`src/rtl/fetch_pkg.sv`:
```
// Shared definitions for the dual-issue fetch front end: the NOP encoding
// and the layout of one fetch-queue entry (one instruction pair).
package fetch_pkg;

   localparam logic [31:0] NOP_INSTR = 32'h0000_0013;

   localparam int PC_W     = 32;
   localparam int INSTR_W  = 32;
   localparam int VALID2_W = 1;
   localparam int ENTRY_W  = PC_W + 2 * INSTR_W + VALID2_W;

   typedef struct packed {
      logic [PC_W-1:0]    pc;
      logic [INSTR_W-1:0] instr1;
      logic [INSTR_W-1:0] instr2;
      logic               valid2;
   } fetch_entry_t;

   // What decode sees while the queue is empty: the reset-value pair.
   localparam fetch_entry_t EMPTY_ENTRY = '{
      pc:     '0,
      instr1: NOP_INSTR,
      instr2: NOP_INSTR,
      valid2: 1'b0
   };

endpackage

```
`src/rtl/fetch_queue.sv`:
```
// Small synchronous FIFO of instruction pairs between the ROM return path
// and decode. Flush empties it in one cycle; the head is read straight from
// storage so nothing from the ROM reaches decode combinationally.
module fetch_queue
   import fetch_pkg::*;
#(
   parameter int DEPTH = 4,
   parameter int CNT_W = $clog2(DEPTH + 1)
) (
   input  logic             clk,
   input  logic             rst,
   input  logic             flush_i,
   input  logic             push_i,
   input  fetch_entry_t     push_data_i,
   input  logic             pop_i,
   output fetch_entry_t     head_o,
   output logic             head_valid_o,
   output logic [CNT_W-1:0] count_o
);

   localparam int PTR_W = (DEPTH > 1) ? $clog2(DEPTH) : 1;

   fetch_entry_t     mem_q [DEPTH];
   logic [PTR_W-1:0] rdPtr_q;
   logic [PTR_W-1:0] wrPtr_q;
   logic [CNT_W-1:0] count_q;
   logic             doPop;

   function automatic logic [PTR_W-1:0] nextPtr(input logic [PTR_W-1:0] ptr);
      return (ptr == PTR_W'(DEPTH - 1)) ? '0 : ptr + PTR_W'(1);
   endfunction

   assign doPop        = pop_i && (count_q != '0);
   assign head_valid_o = (count_q != '0);
   assign head_o       = head_valid_o ? mem_q[rdPtr_q] : EMPTY_ENTRY;
   assign count_o      = count_q;

   // Pointer and occupancy bookkeeping; reset and flush both empty the queue.
   always_ff @(posedge clk) begin
      if (rst || flush_i) begin
         rdPtr_q <= '0;
         wrPtr_q <= '0;
         count_q <= '0;
      end else begin
         if (push_i) begin
            wrPtr_q <= nextPtr(wrPtr_q);
         end
         if (doPop) begin
            rdPtr_q <= nextPtr(rdPtr_q);
         end
         count_q <= count_q + CNT_W'(push_i) - CNT_W'(doPop);
      end
   end

   // Entry storage is write-only state; it needs no reset because count gates it.
   always_ff @(posedge clk) begin
      if (!rst && !flush_i && push_i) begin
         mem_q[wrPtr_q] <= push_data_i;
      end
   end

   // The fetch side throttles issue so a push into a full queue needs a same-cycle pop.
   assert property (@(posedge clk) disable iff (rst)
      !(push_i && !flush_i && !pop_i && (count_q == CNT_W'(DEPTH))));

endmodule

```
`src/rtl/fetch_ctrl.sv`:
```
// Dual-issue fetch controller: owns the fetch PC, drives the two-word ROM,
// tracks the one-cycle ROM latency and feeds returned pairs into the fetch
// queue. Redirects flush everything and restart at the new word; the last
// ROM word is fetched alone and fetch wraps back to word 0.
module fetch_ctrl
   import fetch_pkg::*;
#(
   parameter int          ADDR_W   = 10,
   parameter int          DEPTH    = 4,
   parameter logic [31:0] RESET_PC = 32'h0
) (
   input  logic              clk,
   input  logic              rst,
   output logic [ADDR_W-1:0] rom_addr,
   input  logic [31:0]       rom_instr1,
   input  logic [31:0]       rom_instr2,
   input  logic              redirect_valid,
   input  logic [31:0]       redirect_pc,
   output logic              out_valid,
   input  logic              out_ready,
   output logic [31:0]       out_pc,
   output logic [31:0]       out_instr1,
   output logic [31:0]       out_instr2,
   output logic              out_valid2
);

   localparam int                CNT_W      = $clog2(DEPTH + 1);
   localparam logic [ADDR_W-1:0] LAST_WORD  = '1;
   localparam logic [ADDR_W-1:0] RESET_WORD = RESET_PC[ADDR_W+1:2];

   logic [ADDR_W-1:0] pcWord_q, pcWord_d;
   logic              inflight_q, inflight_d;
   logic              inflightKill_q, inflightKill_d;
   logic [ADDR_W-1:0] inflightWord_q, inflightWord_d;
   logic              inflightSingle_q, inflightSingle_d;

   logic [CNT_W-1:0]  count;
   logic [CNT_W:0]    occupancy;
   logic              pop;
   logic              push;
   logic              issue;
   fetch_entry_t      pushEntry;
   fetch_entry_t      head;
   logic              headValid;
   logic              unusedRedirectBits;

   assign unusedRedirectBits = ^{redirect_pc[31:ADDR_W+2], redirect_pc[1:0]};

   assign rom_addr  = pcWord_q;
   assign pop       = headValid && out_ready;
   assign occupancy = {1'b0, count} + (CNT_W + 1)'(inflight_q) - (CNT_W + 1)'(pop);
   assign issue     = !rst && !redirect_valid && (occupancy < (CNT_W + 1)'(DEPTH));
   assign push      = inflight_q && !inflightKill_q && !redirect_valid;

   assign pushEntry.pc     = 32'({inflightWord_q, 2'b00});
   assign pushEntry.instr1 = rom_instr1;
   assign pushEntry.instr2 = inflightSingle_q ? NOP_INSTR : rom_instr2;
   assign pushEntry.valid2 = !inflightSingle_q;

   // Next fetch PC and in-flight request tracking; a redirect overrides issue.
   always_comb begin
      pcWord_d         = pcWord_q;
      inflight_d       = issue;
      inflightKill_d   = redirect_valid;
      inflightWord_d   = inflightWord_q;
      inflightSingle_d = inflightSingle_q;
      if (redirect_valid) begin
         pcWord_d = redirect_pc[ADDR_W+1:2];
      end else if (issue) begin
         inflightWord_d   = pcWord_q;
         inflightSingle_d = (pcWord_q == LAST_WORD);
         pcWord_d         = (pcWord_q == LAST_WORD) ? '0 : pcWord_q + ADDR_W'(2);
      end
   end

   // Fetch state registers with synchronous reset to the boot PC.
   always_ff @(posedge clk) begin
      if (rst) begin
         pcWord_q         <= RESET_WORD;
         inflight_q       <= 1'b0;
         inflightKill_q   <= 1'b0;
         inflightWord_q   <= '0;
         inflightSingle_q <= 1'b0;
      end else begin
         pcWord_q         <= pcWord_d;
         inflight_q       <= inflight_d;
         inflightKill_q   <= inflightKill_d;
         inflightWord_q   <= inflightWord_d;
         inflightSingle_q <= inflightSingle_d;
      end
   end

   fetch_queue #(
      .DEPTH (DEPTH),
      .CNT_W (CNT_W)
   ) uQueue (
      .clk          (clk),
      .rst          (rst),
      .flush_i      (redirect_valid),
      .push_i       (push),
      .push_data_i  (pushEntry),
      .pop_i        (pop),
      .head_o       (head),
      .head_valid_o (headValid),
      .count_o      (count)
   );

   assign out_valid  = headValid;
   assign out_pc     = head.pc;
   assign out_instr1 = head.instr1;
   assign out_instr2 = head.instr2;
   assign out_valid2 = head.valid2;

endmodule

```
`config.mk`:
```
export PLATFORM = sky130hd
export DESIGN_NAME = fetch_ctrl
export DESIGN_NICKNAME = d
export VERILOG_FILES = /design/src/rtl/fetch_pkg.sv /design/src/rtl/fetch_queue.sv /design/src/rtl/fetch_ctrl.sv
export SDC_FILE = /design/constraint.sdc
export NUM_CORES = 1
export LEC_CHECK = 0
export CORE_ASPECT_RATIO = 0.6
export CORE_MARGIN = 2
export CORE_UTILIZATION = 42
export CTS_BUF_LIST = sky130_fd_sc_hd__clkbuf_4
export DETAILED_ROUTE_END_ITERATION = 6
export PLACE_DENSITY = 0.64
export SETUP_SLACK_MARGIN = 0.2
export SYNTH_ARGS = -nofsm -noshare
export SYNTH_HDL_FRONTEND = slang
export SYNTH_SLANG_ARGS = --single-unit
export TNS_END_PERCENT = 20
```
`constraint.sdc`:
```
create_clock -name clk -period 3.4 [get_ports clk]
set_input_delay 0.51 -clock clk [delete_from_list [all_inputs] [get_ports clk]]
set_output_delay 0.51 -clock clk [all_outputs]
set_load 0.05 [all_outputs]
```
==> results of run 1 <==
==> path summary, 6_finish.rpt <==
path                         to  slack, ns  cells past startpoint
hold reg to reg            flop       0.49                      2
hold / removal      rom_addr[2]       0.37                      3
setup / recovery  out_instr2[0]       0.20                      3
setup reg to reg    rom_addr[3]       0.70                     12
==> final cells by class <==
cell class / count / area (µm²)
Tap cell: 416 / 520
Fill cell: 2555 / 14600
Inverter: 13 / 48.8
Clock buffer: 122 / 916
Sequential cell: 332 / 9660
Antenna cell: 5 / 12.5
Timing Repair Buffer: 203 / 1930
Clock inverter: 20 / 133
Multi-Input combinational cell: 339 / 3350
==> cells by family after synthesis <==
kind of cell | count (synthesis)
AND/OR/NAND/NOR | 176
other | 1
flip-flops | 332
multiplexers | 76
buffers and inverters | 72
AO/OA/AOI/OAI | 48
adder cells (fa/ha/maj) | 11
XOR/XNOR | 6
==> cell usage after synthesis (2+ instances only) <==
library cell / n / area share [%]
buf_4: 23 / 1.3
and3_1: 2 / 0.094
nand4b_1: 2 / 0.13
nor2b_1: 35 / 1.6
a31oi_1: 5 / 0.24
dfxtp_1: 32 / 4.8
clkbuf_1: 21 / 0.59
ha_1: 10 / 0.94
nand3_1: 20 / 0.75
a21oi_1: 16 / 0.60
and2_1: 75 / 3.5
and3b_1: 2 / 0.13
inv_1: 12 / 0.34
buf_1: 5 / 0.14
o32ai_1: 4 / 0.26
or2_2: 10 / 0.47
mux4_2: 75 / 13
nand2_1: 7 / 0.20
edfxtp_1: 300 / 68
nor2_1: 9 / 0.25
nand4_1: 3 / 0.14
nor3_1: 2 / 0.075
nor3b_1: 2 / 0.11
xor2_1: 6 / 0.40
o21ai_0: 13 / 0.49
buf_2: 9 / 0.34
==> metal layers <==
layer / wire length (µm) / part of all wire (%) / GRT usage, %
met1: 12800 / 46 / 24.4
met2: 12500 / 45 / 24.9
met3: 1940 / 7.0 / 5.85
met4: 461 / 1.7 / 5.16
met5: 0 / 0 / 0
==> sequential cells by signal (all words and copies together) (netlist names), named ones only <==
name and flops:
inflightSingle_q 1, uQueue.count_o 3, uQueue.rdPtr_q 2, uQueue.wrPtr_q 2, rom_addr 10, inflightKill_q 1
inflight_q 1, inflightWord_q 10, uQueue.mem_q 300
==> power breakdown <==
group / switching, mW / internal, mW / leakage [nW]
sequential: 0.0351 / 4.48 / 2.96
clock: 1.53 / 1.79 / 0.629
combinational: 0.526 / 0.291 / 2.11
total: 2.10 / 6.55 / 5.70
==> per-stage QoR <==
stage | worst slack, ns | instances
finish | 0.196 | 1450
detailed placement | 0.509 | 1298
CTS | 0.00936 | 1445
floorplan | -0.186 | 743
global placement | 0.558 | 1298
global route | 0.0354 | 1449
==> worst max-delay path, stage by stage (launching register included) <==
cell and delay, ns:
dfxtp_4 0.60, mux4_2 0.35, or2_2 0.28, clkdlybuf4s50_1 0.73
==> repair_timing <==
action                                  4_1_cts  5_1_grt
endpoints found under the setup margin       71       65
setup buffers                                 5        0
gates resized for setup                      57       18
==> impl_metrics.toml, run 1 <==
[power]
ir_worst_vdd_mv = 0.226
power_density_mw_per_mm2 = 522
power_leakage_nw = 5.70
power.total_mw = 8.65

[finish]
drive_above_1_share_pct = 30.9
area_growth_pct = 24.8
mostFrequentLayoutCell = "edfxtp_1"
final_util_pct = 53.2
design_area_mm2 = 0.0166
nets = 1079
mostFrequentLayoutCells = "edfxtp_1, clkbuf_4, clkdlybuf4s50_1"

[grt]
grt-ovfl-total = 0
grt_usage_pct = 17.1
grt_pass1_vias = 7521
grt_max_degree = 47
antenna_found_initial = 1
grt_pass1_wl_um = 42200

[timing]
relSlewSlack_pct = 63.5
hold_ws_ns = 0.373
worst_pin_slew_ns = 0.546
fin_crit_ns = 3.20
setup_viol = 0
clock.fmax_ghz = 0.312
setup_tns_ns = 0
min_period_over_period_pct = 94.2
skew_ns = 0.0454
rsz0062_at_grt = "true"
finalMaxSlewViolations = 0
hold_violations = 0

[synthesis]
synthMuxAreaShare_pct = 12.8
async_flop_share_pct = 0
netlist_area_mm2 = 0.0133
yosys_warnings = 0
ys_seq_elements = 332
synth_edf_count = 300
synthFlopType = "edfxtp_1"
synth-adder-area-share_pct = 1.09
avgSynthCellArea_um2 = 18.4
synthCells = 722
synth_cell_types = 48
synth_xor_area_share_pct = 0.396
synth_top_family_by_area = "multiplexers"
synth_compound_area_share_pct = 2.21
synthSimpleGateAreaFrac_pct = 8.03
seq_area_frac_synth_pct = 72.7

[clocking]
cts_tree = "yes"
clkLatencyLatePin_ns = 0.77
ctsLongestPathBuffers = 3
numCtsBuffers = 79
ctsHoldBuffers = 0
cts_num_sinks = 332
cts.htree.levels = 3
path_clk_slew_ns = 0.07
root_buffer = "clkbuf_4"

[floorplan]
initial_core_util_pct = 42.6
die_h_um = 142
core_mm2 = 0.0312
top_level_ports = 208
die_area_mm2 = 0.0331
die_w_um = 234
core.rowCount = 50

[hold_path]
hold_class = "input port to flop"
min_from = "redirect_pc[4]"

[drt]
drt-pass1-iter-count = 5
drt-total-wl_um = 27700
drt_iter0_drc = 475
ant_nets = 0
dr_total_vias = 7245
drc_errors = 0
vias_per_cell = 5.00
wl_per_cell_um = 19.1

[placed_design]
post_dp_cell_area_mm2 = 0.0155
dpl.hpwl_um = 17200
gp_congestion = 0.770
port_buffers = 163

[worst_setup_path]
cp-end-kind = "primary output"
regToRegStartpoint = "uQueue.count_o[2]"
critPathLaunchType = "flop"
worstSetupPathType = "flop to primary output"
required_ns = 2.89
arrival_ns = 2.69
crit_fanout = 23

[job]
maxCapViolations = 0

[status]
status = "finished clean"
Note: power is estimated with default switching activity, not from simulation.
==> inputs of run 2 (changes only) <==
- REMOVE_ABC_BUFFERS: default -> 1
==> run 2 against run 1 <==
Critical path depth up 1. Cell area unchanged. Combinational power about the same. Critical path type unchanged. Critical endpoint unchanged. Largest power group unchanged.
==> impl_metrics.toml, run 2 (synthesis results as in run 1) <==
[drt]
drc_errors = 0
dr_total_vias = 7200
wl_per_cell_um = 19.5
vias_per_cell = 5.06
drt-pass1-iter-count = 5
drt-total-wl_um = 27800
ant_nets = 0
drt_iter0_drc = 424

[timing]
skew_ns = 0.0292
setup_tns_ns = 0
finalWorstSetupSlack_ns = 0.307
min_period_over_period_pct = 91.0
worst_pin_slew_ns = 0.937
finalMaxSlewViolations = 0
hold_ws_ns = 0.414
setup_viol = 0
rsz0062_at_grt = "true"
relSlewSlack_pct = 37.6
fin_crit_ns = 3.09
hold_violations = 0
clock.fmax_ghz = 0.323

[placed_design]
place_ws_ns = 0.369
port_buffers = 163
gp_congestion = 0.777
dpl.hpwl_um = 16600
placedCellCount = 1290
post_dp_cell_area_mm2 = 0.0156

[clocking]
cts_tree = "yes"
cts.htree.levels = 3
numCtsBuffers = 77
postCtsSetupBuffers = 0
path_clk_slew_ns = 0.08
root_buffer = "clkbuf_4"
clkLatencyLatePin_ns = 0.71
cts_num_sinks = 332
ctsHoldBuffers = 0
ctsLongestPathBuffers = 3

[power]
power_density_mw_per_mm2 = 512
ir_worst_vdd_mv = 0.334
power.total_mw = 8.48
power_leakage_nw = 5.53

[grt]
antenna_found_initial = 1
grt_max_degree = 47
grt_usage_pct = 17.1
grt-ovfl-total = 0
grt_pass1_wl_um = 42500
grt_pass1_vias = 7494

[worst_setup_path]
arrival_ns = 2.58
crit_fanout = 18
slowest_stage = "mux4_2"
required_ns = 2.89
r2r_cells = 12
worstSetupPathType = "flop to primary output"
critPathLaunchType = "flop"
slowest_delay_ns = 0.50
cp-end-kind = "primary output"
regToRegStartpoint = "uQueue.count_o[2]"
path_cells = "buf_12, mux4_2, or2_2, dlygate4sd2_1"

[finish]
final_util_pct = 53.2
area_growth_pct = 24.8
drive_above_1_share_pct = 28.2
fill_cells = 2554
nets = 1065
mostFrequentLayoutCells = "edfxtp_1, clkbuf_4, clkdlybuf4s50_1"
fin_cells = 1422
insertedDiodeCount = 0
design_area_mm2 = 0.0166
largest_reg_flops = 300
regMostFlops = "uQueue.mem_q"
mostFrequentLayoutCell = "edfxtp_1"

[floorplan]
core_mm2 = 0.0312
top_level_ports = 208
initial_core_util_pct = 42.6
die_w_um = 234
die_area_mm2 = 0.0331
die_h_um = 142
core.rowCount = 50

[hold_path]
whs_path_depth = 2
hold_class = "input port to flop"
min_from = "redirect_pc[2]"

[job]
maxCapViolations = 0

[status]
status = "finished clean"
## run 2: worst paths after layout
| check | slack (ns) | endpoint |
|---|---|---|
| min reg2reg | 0.48 | flop |
| max reg2reg | 0.73 | rom_addr[0] |
| min | 0.41 | rom_addr[0] |
| max | 0.31 | out_instr2[0] |
## run 2: area by class of cell
type	count	area (µm²)	area share [%]
repair buffers	191	2020	12.2
clock buffers	106	796	4.80
inverters	13	48.8	0.295
flip-flops and latches	332	9660	58.3
well taps	416	520	3.14
multi-input cells	339	3350	20.2
clock inverters	25	180	1.09
## run 2: routing by layer
layer	vias to the layer above	share of wire [%]	global-route usage (%)
met5	-	0	0
met1	3638	47	24.8
li1	3302	-	-
met3	35	6.2	4.76
met2	225	46	25.1
met4	0	1.4	5.23
## run 2: critical path: cells and delay by family, from the launching register on
family | cells | cell delay [ns]
mux | 1 | 0.50
flops | 1 | 0.44
simple gates | 1 | 0.28
buf+inv | 2 | 0.64
## run 2: power breakdown
| part | total (mW) | switching, mW | leakage, nW | internal [mW] |
|---|---|---|---|---|
| Clock | 3.15 | 1.48 | 0.570 | 1.67 |
| Sequential | 4.51 | 0.0355 | 2.96 | 4.48 |
| Combinational | 0.814 | 0.525 | 2.00 | 0.289 |
## run 2: what timing repair did
item,4_1_cts,5_1_grt
resized for setup,159,17
gates cloned,0,1
setup endpoints to repair,76,39
==> inputs of run 3 (changes only) <==
- SKIP_CTS_REPAIR_TIMING: default -> 1
- SLEW_MARGIN: default -> 20
==> run 3 against run 2 <==
Wire length shrank 0.83%. Via count is the same. Total power grew 0.19%. First-iteration DRC count shrank 6.4%. Highest routed layer unchanged. Non-clock buffer count shrank 1. Final cell count is essentially flat. Critical path type unchanged. Global-route usage is essentially flat. Clock power is essentially flat. Hold slack lost 0.0084 ns. Worst setup slack gained 0.091 ns.
==> impl_metrics.toml, run 3 (synthesis results as in run 1) <==
[drt]
drt-pass1-iter-count = 5
dr_total_vias = 7200
wl_met2_um = 12600
ant_nets = 0
drt_iter0_drc = 397
vias_per_cell = 5.07
wl_per_cell_um = 19.4
dr_wl_met3_um = 1770
maxUsedRoutingLayer = "met4"
drc_errors = 0
drt-total-wl_um = 27600
wirelength_met1_um = 12800

[floorplan]
die_w_um = 234
core.rowCount = 50
core_mm2 = 0.0312
die_h_um = 142
initial_core_util_pct = 42.6
die_area_mm2 = 0.0331
top_level_ports = 208

[power]
power_density_mw_per_mm2 = 509
power.total_mw = 8.49
power_leakage_nw = 6.54
seqPwrFrac_pct = 53.1
ir_worst_vdd_mv = 0.335
p_switching_mw = 2.04
p_int_mw = 6.46
comb_power_share_pct = 9.8
clock_power_share_pct = 37.1
p_sw_share_pct = 24.0

[timing]
fin_crit_ns = 3.00
relSlewSlack_pct = 38.3
clock.fmax_ghz = 0.333
hold_violations = 0
finalWorstSetupSlack_ns = 0.399
finalMaxSlewViolations = 0
skew_ns = 0.0310
min_period_over_period_pct = 88.3
worst_pin_slew_ns = 0.926
setup_viol = 0
rsz0062_at_grt = "false"
hold_ws_ns = 0.405

[clocking]
cts.htree.levels = 3
cts_num_sinks = 332
ctsLongestPathBuffers = 3
path_clk_slew_ns = 0.08
root_buffer = "clkbuf_4"
numCtsBuffers = 77
clkLatencyLatePin_ns = 0.71
cts_tree = "yes"

[finish]
nets = 1064
largest_reg_flops = 300
fill_cells = 2535
fin_cells = 1421
drive_above_1_share_pct = 24.1
mostFrequentLayoutCells = "edfxtp_1, clkbuf_4, clkdlybuf4s50_1"
regMostFlops = "uQueue.mem_q"
design_area_mm2 = 0.0167
insertedDiodeCount = 0
mostFrequentLayoutCell = "edfxtp_1"
area_growth_pct = 25.7

[grt]
grt-ovfl-total = 0
grt_pass1_wl_um = 42400
antenna_found_initial = 1
grt_usage_pct = 17.0
grt_pass1_vias = 7503
grt_max_degree = 47

[worst_setup_path]
crit_fanout = 18
path_cells = "buf_6, mux4_2, or2_2, dlymetal6s2s_1"
worstSetupPathType = "flop to primary output"
slowest_delay_ns = 0.53
arrival_ns = 2.49
slowest_stage = "mux4_2"
required_ns = 2.89
cp-end-kind = "primary output"
critPathLaunchType = "flop"
path_buf_inv = 2
cp_top_family = "buffers and inverters"

[placed_design]
port_buffers = 163
dpl.hpwl_um = 16600
post_dp_cell_area_mm2 = 0.0156
placedCellCount = 1290
place_ws_ns = 0.369
gp_congestion = 0.777

[job]
maxCapViolations = 0

[hold_path]
hold_class = "input port to flop"

[status]
status = "finished clean"
-- run 3: changes by cell type in the layout (fill, tap and decap cells not counted) --
cell and delta:
clkbuf_16 -1, clkbuf_2 -1, buf_4 +2, dlygate4sd2_1 -29
dlymetal6s2s_1 +70, buf_12 -1, clkdlybuf4s15_2 -40, buf_6 -1
-- run 3: final timing paths --
kind,from,endpoint,slack [ns],cells past startpoint
hold / removal,redirect_pc[4],rom_addr[2],0.41,3
setup / recovery,flop,out_instr1[4],0.40,4
setup reg to reg,uQueue.count_o[2],rom_addr[3],0.72,12
hold reg to reg,uQueue.rdPtr_q[1],flop,0.48,2
-- run 3: tightest hold or removal path, stage by stage --
cell and delay (ns):
clkdlybuf4s50_1 0.39, nand2_1 0.09, a31oi_1 0.08
-- run 3: through the flow --
| step | utilization [%] | TNS (ns) |
|---|---|---|
| 6_report | 53.6 | 0 |
| 4_1_cts | 53.1 | -8.68 |
| 3_3_place_gp | 49.9 | 0 |
| 5_1_grt | 53.6 | 0 |
| 3_5_place_dp | 49.9 | 0 |
| 2_1_floorplan | - | -106.57 |
-- run 3: area by class of cell --
cell class                 count  area [µm²]  area share [%]
clock buffer                 106         796            4.77
clock inverter                25         180            1.08
timing repair buffer         190        2140            12.8
sequential                   332        9660            57.9
inverter                      13        48.8           0.292
tap                          416         520            3.12
multi-input combinational    339        3350            20.1
-- run 3: metal layers --
| metal | up-vias | GRT usage (%) |
|---|---|---|
| li1 | 3304 | - |
| met1 | 3641 | 24.8 |
| met2 | 220 | 25.0 |
| met3 | 35 | 4.76 |
| met4 | 0 | 5.23 |
| met5 | - | 0 |
-- run 3: power by group through the flow --
stage	Clock (mW)	Combinational, mW	Sequential (mW)
3_5_place_dp	0	0.848	4.60
3_3_place_gp	0	0.844	4.60
4_1_cts	3.29	0.852	4.51
2_1_floorplan	0	0.461	4.63
6_report	3.15	0.832	4.51
5_1_grt	3.50	0.883	4.51
